File: config.mk
export PLATFORM = sky130hd
export DESIGN_NAME = regfile_mp
export DESIGN_NICKNAME = d
export VERILOG_FILES = /design/src/rtl/regfile_pkg.sv /design/src/rtl/regfile_scoreboard.sv /design/src/rtl/regfile_mp.sv
export SDC_FILE = /design/constraint.sdc
export NUM_CORES = 2
export LEC_CHECK = 0
export CAP_MARGIN = 15
export CORE_ASPECT_RATIO = 0.9
export CORE_UTILIZATION = 60
export CTS_CLUSTER_DIAMETER = 120
export DETAILED_ROUTE_END_ITERATION = 7
export PLACE_DENSITY = 0.77
export SYNTH_ARGS = -nofsm -noshare
export SYNTH_HDL_FRONTEND = slang
export SYNTH_SLANG_ARGS = --single-unit
File: constraint.sdc
create_clock -name iCLK -period 69 [get_ports iCLK]
set_clock_uncertainty 0.2 [all_clocks]
set_input_delay 13.8 -clock iCLK [delete_from_list [all_inputs] [get_ports iCLK]]
set_output_delay 13.8 -clock iCLK [all_outputs]
set_load 0.005 [all_outputs]
File: src/rtl/regfile_pkg.sv
// Shared constants and types for the multi-read-port register file.
package regfile_pkg;

  localparam int DEF_ADDRESS_WIDTH = 5;
  localparam int DEF_DATA_WIDTH    = 32;
  localparam int DEF_NUM_READ      = 2;
  localparam int DEF_DEPTH         = 1 << DEF_ADDRESS_WIDTH;

  // x0 is hardwired to zero: never written, never pending.
  localparam int ZERO_REG = 0;

  typedef logic [DEF_ADDRESS_WIDTH-1:0] reg_addr_t;
  typedef logic [DEF_DATA_WIDTH-1:0]    reg_data_t;

  function automatic logic addr_is_zero(input reg_addr_t addr);
    return addr == reg_addr_t'(ZERO_REG);
  endfunction

endpackage

File: src/rtl/regfile_scoreboard.sv
// Per-register pending-write scoreboard: issue sets, writeback clears, issue wins a tie.
module regfile_scoreboard
  import regfile_pkg::*;
#(
  parameter int ADDRESS_WIDTH = DEF_ADDRESS_WIDTH
) (
  input  logic                          clk,
  input  logic                          rst,
  input  logic                          issue,
  input  logic [ADDRESS_WIDTH-1:0]      issue_rd,
  input  logic                          we,
  input  logic [ADDRESS_WIDTH-1:0]      wa,
  output logic [(1<<ADDRESS_WIDTH)-1:0] pending
);

  localparam int DEPTH = 1 << ADDRESS_WIDTH;
  localparam logic [ADDRESS_WIDTH-1:0] X0 = ADDRESS_WIDTH'(ZERO_REG);

  logic [DEPTH-1:0] set_vec;
  logic [DEPTH-1:0] clr_vec;
  logic [DEPTH-1:0] pending_nxt;

  always_comb begin
    set_vec = '0;
    clr_vec = '0;
    if (issue && (issue_rd != X0)) set_vec[issue_rd] = 1'b1;
    if (we && (wa != X0))          clr_vec[wa]       = 1'b1;
    // Set is applied after clear so a same-cycle issue survives its predecessor's writeback.
    pending_nxt           = (pending & ~clr_vec) | set_vec;
    pending_nxt[ZERO_REG] = 1'b0;
  end

  always_ff @(posedge clk or posedge rst) begin
    if (rst) pending <= '0;
    else     pending <= pending_nxt;
  end

endmodule

File: src/rtl/regfile_mp.sv
// Multi-read-port register file with registered reads and hazard scoreboard.
// Build option: define REGFILE_BYPASS_EN for write-first reads on address collision.
module regfile_mp
  import regfile_pkg::*;
#(
  parameter int ADDRESS_WIDTH = DEF_ADDRESS_WIDTH,
  parameter int DATA_WIDTH    = DEF_DATA_WIDTH,
  parameter int NUM_READ      = DEF_NUM_READ
) (
  input  logic                              iCLK,
  input  logic                              iRST,
  input  logic                              iWE,
  input  logic [ADDRESS_WIDTH-1:0]          iWA,
  input  logic [DATA_WIDTH-1:0]             iWD,
  input  logic [NUM_READ-1:0]               iRE,
  input  logic [NUM_READ*ADDRESS_WIDTH-1:0] iRA,
  output logic [NUM_READ*DATA_WIDTH-1:0]    oRD,
  output logic [NUM_READ-1:0]               oBUSY,
  input  logic                              iISSUE,
  input  logic [ADDRESS_WIDTH-1:0]          iISSUE_RD
);

  localparam int DEPTH = 1 << ADDRESS_WIDTH;
  localparam logic [ADDRESS_WIDTH-1:0] X0 = ADDRESS_WIDTH'(ZERO_REG);

  logic [DATA_WIDTH-1:0] mem [DEPTH];
  logic [DEPTH-1:0]      pending;
  logic                  wr_en;

  assign wr_en = iWE && (iWA != X0);

  always_ff @(posedge iCLK or posedge iRST) begin
    if (iRST) begin
      for (int i = 0; i < DEPTH; i++) mem[i] <= '0;
    end else if (wr_en) begin
      mem[iWA] <= iWD;
    end
  end

  regfile_scoreboard #(
    .ADDRESS_WIDTH(ADDRESS_WIDTH)
  ) u_scoreboard (
    .clk      (iCLK),
    .rst      (iRST),
    .issue    (iISSUE),
    .issue_rd (iISSUE_RD),
    .we       (iWE),
    .wa       (iWA),
    .pending  (pending)
  );

  for (genvar p = 0; p < NUM_READ; p++) begin : gen_read
    logic [ADDRESS_WIDTH-1:0] ra;
    logic [DATA_WIDTH-1:0]    rd_val;
    logic                     busy_val;
    logic [DATA_WIDTH-1:0]    rd_p1;
    logic                     busy_p1;

    assign ra = iRA[p*ADDRESS_WIDTH +: ADDRESS_WIDTH];

    // busy_val uses the registered pending state, so an issue never sees itself.
    always_comb begin
      rd_val   = (ra == X0) ? '0 : mem[ra];
      busy_val = pending[ra];
`ifdef REGFILE_BYPASS_EN
      if (wr_en && (iWA == ra)) begin
        rd_val   = iWD;
        busy_val = 1'b0;
      end
`endif
    end

    // Read stage boundary: one-cycle registered output, held while the port is idle.
    always_ff @(posedge iCLK or posedge iRST) begin
      if (iRST) begin
        rd_p1   <= '0;
        busy_p1 <= 1'b0;
      end else if (iRE[p]) begin
        rd_p1   <= rd_val;
        busy_p1 <= busy_val;
      end
    end

    assign oRD[p*DATA_WIDTH +: DATA_WIDTH] = rd_p1;
    assign oBUSY[p]                        = busy_p1;
  end

endmodule

Word-level counts from Yosys, hierarchy flattened. Index checks and enable logic that the tools add are counted.

Order comparisons: 10. Multiplexer cells: 21. Bitwise operators: 6. Reduce and logical (&&, ||, !) cells: 9.

Operators with widths (count): bitwise mux 1024 bit (1); binary-select mux 32 bit (select 5 bit) (2); 2-to-1 mux 32 bit (9); demux 32 bit (select 5 bit) (1); bitwise AND 32 bit (1); inverter 32 bit (1); bitwise OR 32 bit (1); < comparator 5 x 6 -> 1 bit (second input constant) (4); greater-or-equal comparator 6 bit (second input constant) (3); inverter 5 -> 6 bit (3); binary-select mux 1 bit (select 5 bit) (2); demux 1 bit (select 5 bit) (2); greater-or-equal comparator 5 x 1 -> 1 bit (second input constant) (2); zero test 5 bit (2); nonzero test 5 bit (2); < comparator 6 x 1 -> 1 bit (second input constant) (1); logical AND 1 bit (5); 2-to-1 mux 1 bit (4).

Bits in registers: 1121. Input bits: 58. Output and inout bits: 66. Word-level logic and storage cells: 83.

Depth between registers and ports, before layout.
Word-level depth: 8. Mapped depth: 9. Depth with buffers taken out: 5.

By module. A second synthesis with hierarchy kept.

Cell total of the unflattened synthesis: 4058. Area, all modules: 58467.3 sq um.

Modules (own cells, without submodules): regfile_mp (instances 1, cells each 3934, area each 57183.6 sq um, sequential area each 27276.2 sq um); regfile_scoreboard (instances 1, cells each 124, area each 1283.7 sq um, sequential area each 775.7 sq um).

Least setup slack after synthesis. OpenSTA, ideal clock, no wires.

Path kind: in2reg. From: input port iRA[0]. To: register gen_read[0].rd_p1[10]. Library setup time: 123 ps. Data arrival time: 15383 ps. Required time: 68677 ps. Path slack: 53294 ps. Stages on the path: 8. Buffers on the path: 3. Path through: buf_2 -> buf_4 -> buf_2 -> mux4_2 -> mux2i_1 -> nor2_1 -> o21ai_0 -> nand2_1.

Cells in the longest elaborated chain, start to end: 5. Elaborated cells on any way between the ends: 6. Those cells by class: mux (4); bitwise (1); reduce/logical (1).

RTL lines: start, declared (line regfile_mp.sv:16) `input logic [NUM_READ*ADDRESS_WIDTH-1:0] iRA,`; inverter 5 -> 6 bit (implied by the code) (line regfile_mp.sv:63) `rd_val = (ra == X0) ? '0 : mem[ra];`; binary-select mux 32 bit (select 5 bit) (line regfile_mp.sv:63); 2-to-1 mux 32 bit (implied by the code) (2 in series) (line regfile_mp.sv:63); 2-to-1 mux 32 bit (*) (line regfile_mp.sv:63); end signal, assigned (line regfile_mp.sv:79) `rd_p1 <= rd_val;`; end, declared (line regfile_mp.sv:56) `logic [DATA_WIDTH-1:0] rd_p1;`.

Every way passes the cells marked *; elsewhere a longest branch is shown, timed or not. The select of a mux whose other input is x is not followed. A chain may end at the register's enable or synchronous reset.

==> results.md <==
Placed design:
- The post-placement worst setup slack is 49.42 ns.
- Routability-driven placement finished with a final weighted congestion of 0.902.
- Input and output buffers added on the ports amount to 123.
- The post-detailed-placement half-perimeter wirelength is 106000 um.

Pwr:
- The switching share of power is 27.1%.
- The completed layout was analyzed and its total power is 0.00195 W.
- The reported leakage power is 28.0 nW.
- The net switching component of the power is 0.000530 W.
- In this run, the combinational gates consume 19.9% of the power.
- Sequential cells burn 45.0% of the power.
- Power spread over the standard cell area amounts to 30.2 mW/mm2.
- In this run, the clock network consumes 35.1% of the power.
- The peak supply drop is 0.0000235 V.
- The internal power of the cells is 0.00142 W.

Yosys:
- For this run, asynchronously set or reset flops after synthesis account for 100%.
- The synthesized area divided by synthesized cell count is 14.4 um2.
- The netlist uses 53 different library cells.
- The proportion of synthesized chip area in sequential cells is 47.9%.
- During synthesis, Yosys emitted a total of 0 warnings.
- The synthesized design contains 1121 register bits.
- The primary flip-flop cell chosen by synthesis mapping is sky130_fd_sc_hd__dfrtp_1.
- Synthesis produced 4061 cells.
- The post-synthesis instance area is 0.0586 mm2.
- The number of enable-type register cells in the synthesized netlist is 0.
- The total nets after synthesis is 4119.

Floorplan:
- The core area is 0.0966 mm2.
- The starting utilization of the core area is 60.7%.
- The die is 299 um tall.
- The number of rows created at floorplan is 108.
- The overall die area is 0.0990 mm2.
- The floorplan die width is 331 um.
- During I/O placement, the number of pins put on the boundary was 124.

Timing:
- In the finished design, the share of the clock period the worst path needs comes to 27.1%.
- The tightest slew margin relative to the limit is 10.9%.
- The slew at the pin closest to its max-slew limit is 1.33 ns.
- Setup violations remaining at the end of the flow were counted as 0.
- Across all hold checks on the routed design, the worst slack comes to 0.197 ns.
- Setup repair after global routing left no endpoint under its margin.
- For the final routed database, the setup TNS stands at 0 ns.
- The shortest clock period the worst path allows after layout is 18.67 ns.
- The max-slew violation count was 0.
- The number of failing hold endpoints at the final stage was 0.
- The post-route worst setup slack is 50.33 ns.
- The highest attainable clock frequency is 53.6 MHz.

Final layout:
- From synthesis to final layout, the design area changed by 10.4%.
- The area of the multi-input gates is 0.0288 mm2.
- Cells with a size suffix above 1 make up 46.0% of the layout.
- The final layout contains 4004 nets.
- Once layout is complete, the utilization of the core stands at 67.0%.
- The number of filler instances in the final layout is 6655.
- The total area of sequential cells is 0.0281 mm2.

Critical path:
- Traced cell by cell, the critical path runs through clkdlybuf4s50_1 -> inv_8 -> buf_4 -> buf_4 -> buf_4 -> buf_4 -> buf_12.
- The kind of start point of the critical path is a primary input.
- The start point of the critical path is iRST.
- The required time of the worst setup path is 69.48 ns.
- In this run the register-to-register setup slack is 66.66 ns.
- The critical setup path kind is primary input to async pin.
- The worst stage delay on the critical path is 0.87 ns.
- The critical-path maximum fanout is 168.
- At the worst endpoint, the arrival time is 19.16 ns.
- The master of the slowest instance on the critical path is sky130_fd_sc_hd__buf_4.
- The endpoint class of the critical path is an async pin.
- The launching point of the worst reg2reg path is mem[117].
- The most common cell type on the critical path is sky130_fd_sc_hd__buf_4.

Detailed routing:
- The initial detailed-routing violation count is 4390.
- In the routed design, unresolved DRC markers number 0.
- The routed wire length is 181000 um.
- The first-pass detailed-route iteration total is 5.
- The via total after detailed routing is 38800.
- The detail route stage leaves a number of antenna-violating nets equal to 0.
- The average routed wire per standard cell is 34.1 um.
- After detailed routing, the number of vias per cell comes to 7.29.

Clock tree:
- The clock tree root buffer cell is sky130_fd_sc_hd__clkbuf_16.
- The number of H-tree branching levels is 3.
- The insertion delay to the later sink of the worst-skew pair is 0.71 ns.
- The number of post-CTS setup repair buffers is 0.
- The number of clock buffers added by TritonCTS is 114.
- Post-CTS repair changed the size of 0 cells.
- The clock-pin slew on the worst setup and hold paths is 0.06 ns.
- The clock sink count is 1121.
- The hold buffer count at CTS is 0.
- The largest buffer count on any clock path is 3.
- TritonCTS built the clock tree.

Min path:
- The worst hold path belongs to the class flip-flop to flip-flop.
- The beginning of the worst hold path is mem[1015].

Global routing:
- Global routing finished with a remaining overflow of 0.
- Entering global routing, the biggest net connects 169 pins.
- The first-pass GRT wire length is 269000 um.
- Across every metal layer, demand over resource in global routing totals 37.1%.
- The via count of the first global-routing pass is 39500.
- The initial antenna violation count came to 16.

Status:
- The flow ran to the end, and the final reports show no timing, DRC or antenna violations.

Job:
- The reported max-cap violation count is 0.
[flip-flops by register name (all words and copies together) (netlist names)]
register / cells
gen_read.rd_p1: 64
u_scoreboard.pending: 31
gen_read.busy_p1: 2
mem: 1024
[kinds of logic after synthesis]
logic type      after synthesis  synth area share, %
buf+inv                     449                 3.29
mux                        1733                 41.0
compound gates              475                 5.55
flops                      1121                 47.9
simple gates                283                 2.28
[Yosys cell counts (all sizes together), types with 2 or more instances]
cell / instances / area, um2
a2111oi: 2 / 17.5
a211oi: 93 / 698
a21oi: 85 / 425
a221oi: 19 / 166
a22o: 39 / 342
a22oi: 24 / 180
a2bb2oi: 30 / 263
a311oi: 2 / 17.5
a31oi: 2 / 12.5
a32o: 4 / 40.0
and2: 4 / 25.0
buf: 226 / 1090
clkbuf: 218 / 818
dfrtp: 1121 / 28100
inv: 5 / 18.8
mux2: 1097 / 12400
mux2i: 210 / 2100
mux4: 426 / 9590
nand2: 117 / 439
nand2b: 7 / 43.8
nand3: 4 / 20.0
nand3b: 6 / 45.0
nand4: 2 / 12.5
nand4b: 3 / 26.3
nor2: 48 / 183
nor2b: 39 / 244
nor3: 39 / 200
nor3b: 6 / 45.0
o21ai: 52 / 260
o22ai: 104 / 651
o2bb2ai: 9 / 78.8
o31ai: 4 / 30.0
o41ai: 2 / 25.0
or2: 3 / 18.8
or3: 2 / 12.5
[worst max-delay path, delay by kind of cell]
family | cells | cell delay [ns]
buffers and inverters | 7 | 4.97
[layout by cell type, fill, tap and decap left out, types with 30 or more instances in the layout]
cell,instances
sky130_fd_sc_hd__dfrtp_1,1121
sky130_fd_sc_hd__mux2_2,1085
sky130_fd_sc_hd__mux4_2,426
sky130_fd_sc_hd__mux2i_1,210
sky130_fd_sc_hd__clkbuf_16,118
sky130_fd_sc_hd__clkdlybuf4s50_1,114
sky130_fd_sc_hd__o22ai_1,104
sky130_fd_sc_hd__nand2_1,100
sky130_fd_sc_hd__a211oi_1,93
sky130_fd_sc_hd__a21oi_1,85
sky130_fd_sc_hd__buf_4,84
sky130_fd_sc_hd__o21ai_0,47
sky130_fd_sc_hd__a22o_1,39
sky130_fd_sc_hd__nor3_1,37
sky130_fd_sc_hd__nor2b_1,36
sky130_fd_sc_hd__nor2_1,31
sky130_fd_sc_hd__a2bb2oi_1,30
[final cells by class]
type | count | area share [%]
multi-input combinational | 2491 | 44.6
clock buffer | 162 | 5.23
timing repair buffer | 213 | 3.11
sequential | 1121 | 43.3
tap | 1265 | 2.44
antenna | 15 | 0.0580
clock inverter | 53 | 1.23
inverter | 5 | 0.0425
[through the flow]
step                std cells  cell area [um2]
detailed placement       5093            60500
floorplan                4061            58600
global route             5317            64700
CTS                      5308            64600
finish                   5325            64700
global placement         5093            60500
[path summary, 6_finish.rpt]
check | end | depth (start not counted)
setup reg to reg | gen_read[0].rd_p1[21] | 4
min in group asynchronous | mem[286] | 2
max in group iCLK | gen_read[0].rd_p1[21] | 9
hold reg to reg | mem[1015] | 0
setup / recovery | mem[354] | 7
hold / removal | mem[1015] | 0
[power groups by stage]
stage               combinational, W  sequential (W)  clock (W)
floorplan                   0.000297        0.000855          0
global placement            0.000373        0.000876          0
detailed placement          0.000383        0.000886          0
CTS                         0.000386        0.000875   0.000689
global route                0.000413        0.000895   0.000713
finish                      0.000388        0.000879   0.000686
[routing by layer]
metal / track usage, % / up-vias / share of wire, % / wire length, um
met5: 0 / - / 0.035 / 63
met4: 17.8 / 12 / 5.2 / 9390
met3: 9.97 / 536 / 11 / 20600
met1: 52.1 / 20600 / 39 / 70400
met2: 54.3 / 2265 / 45 / 81000
li1: - / 15400 / - / -
Power figures use the tool's default switching activity.
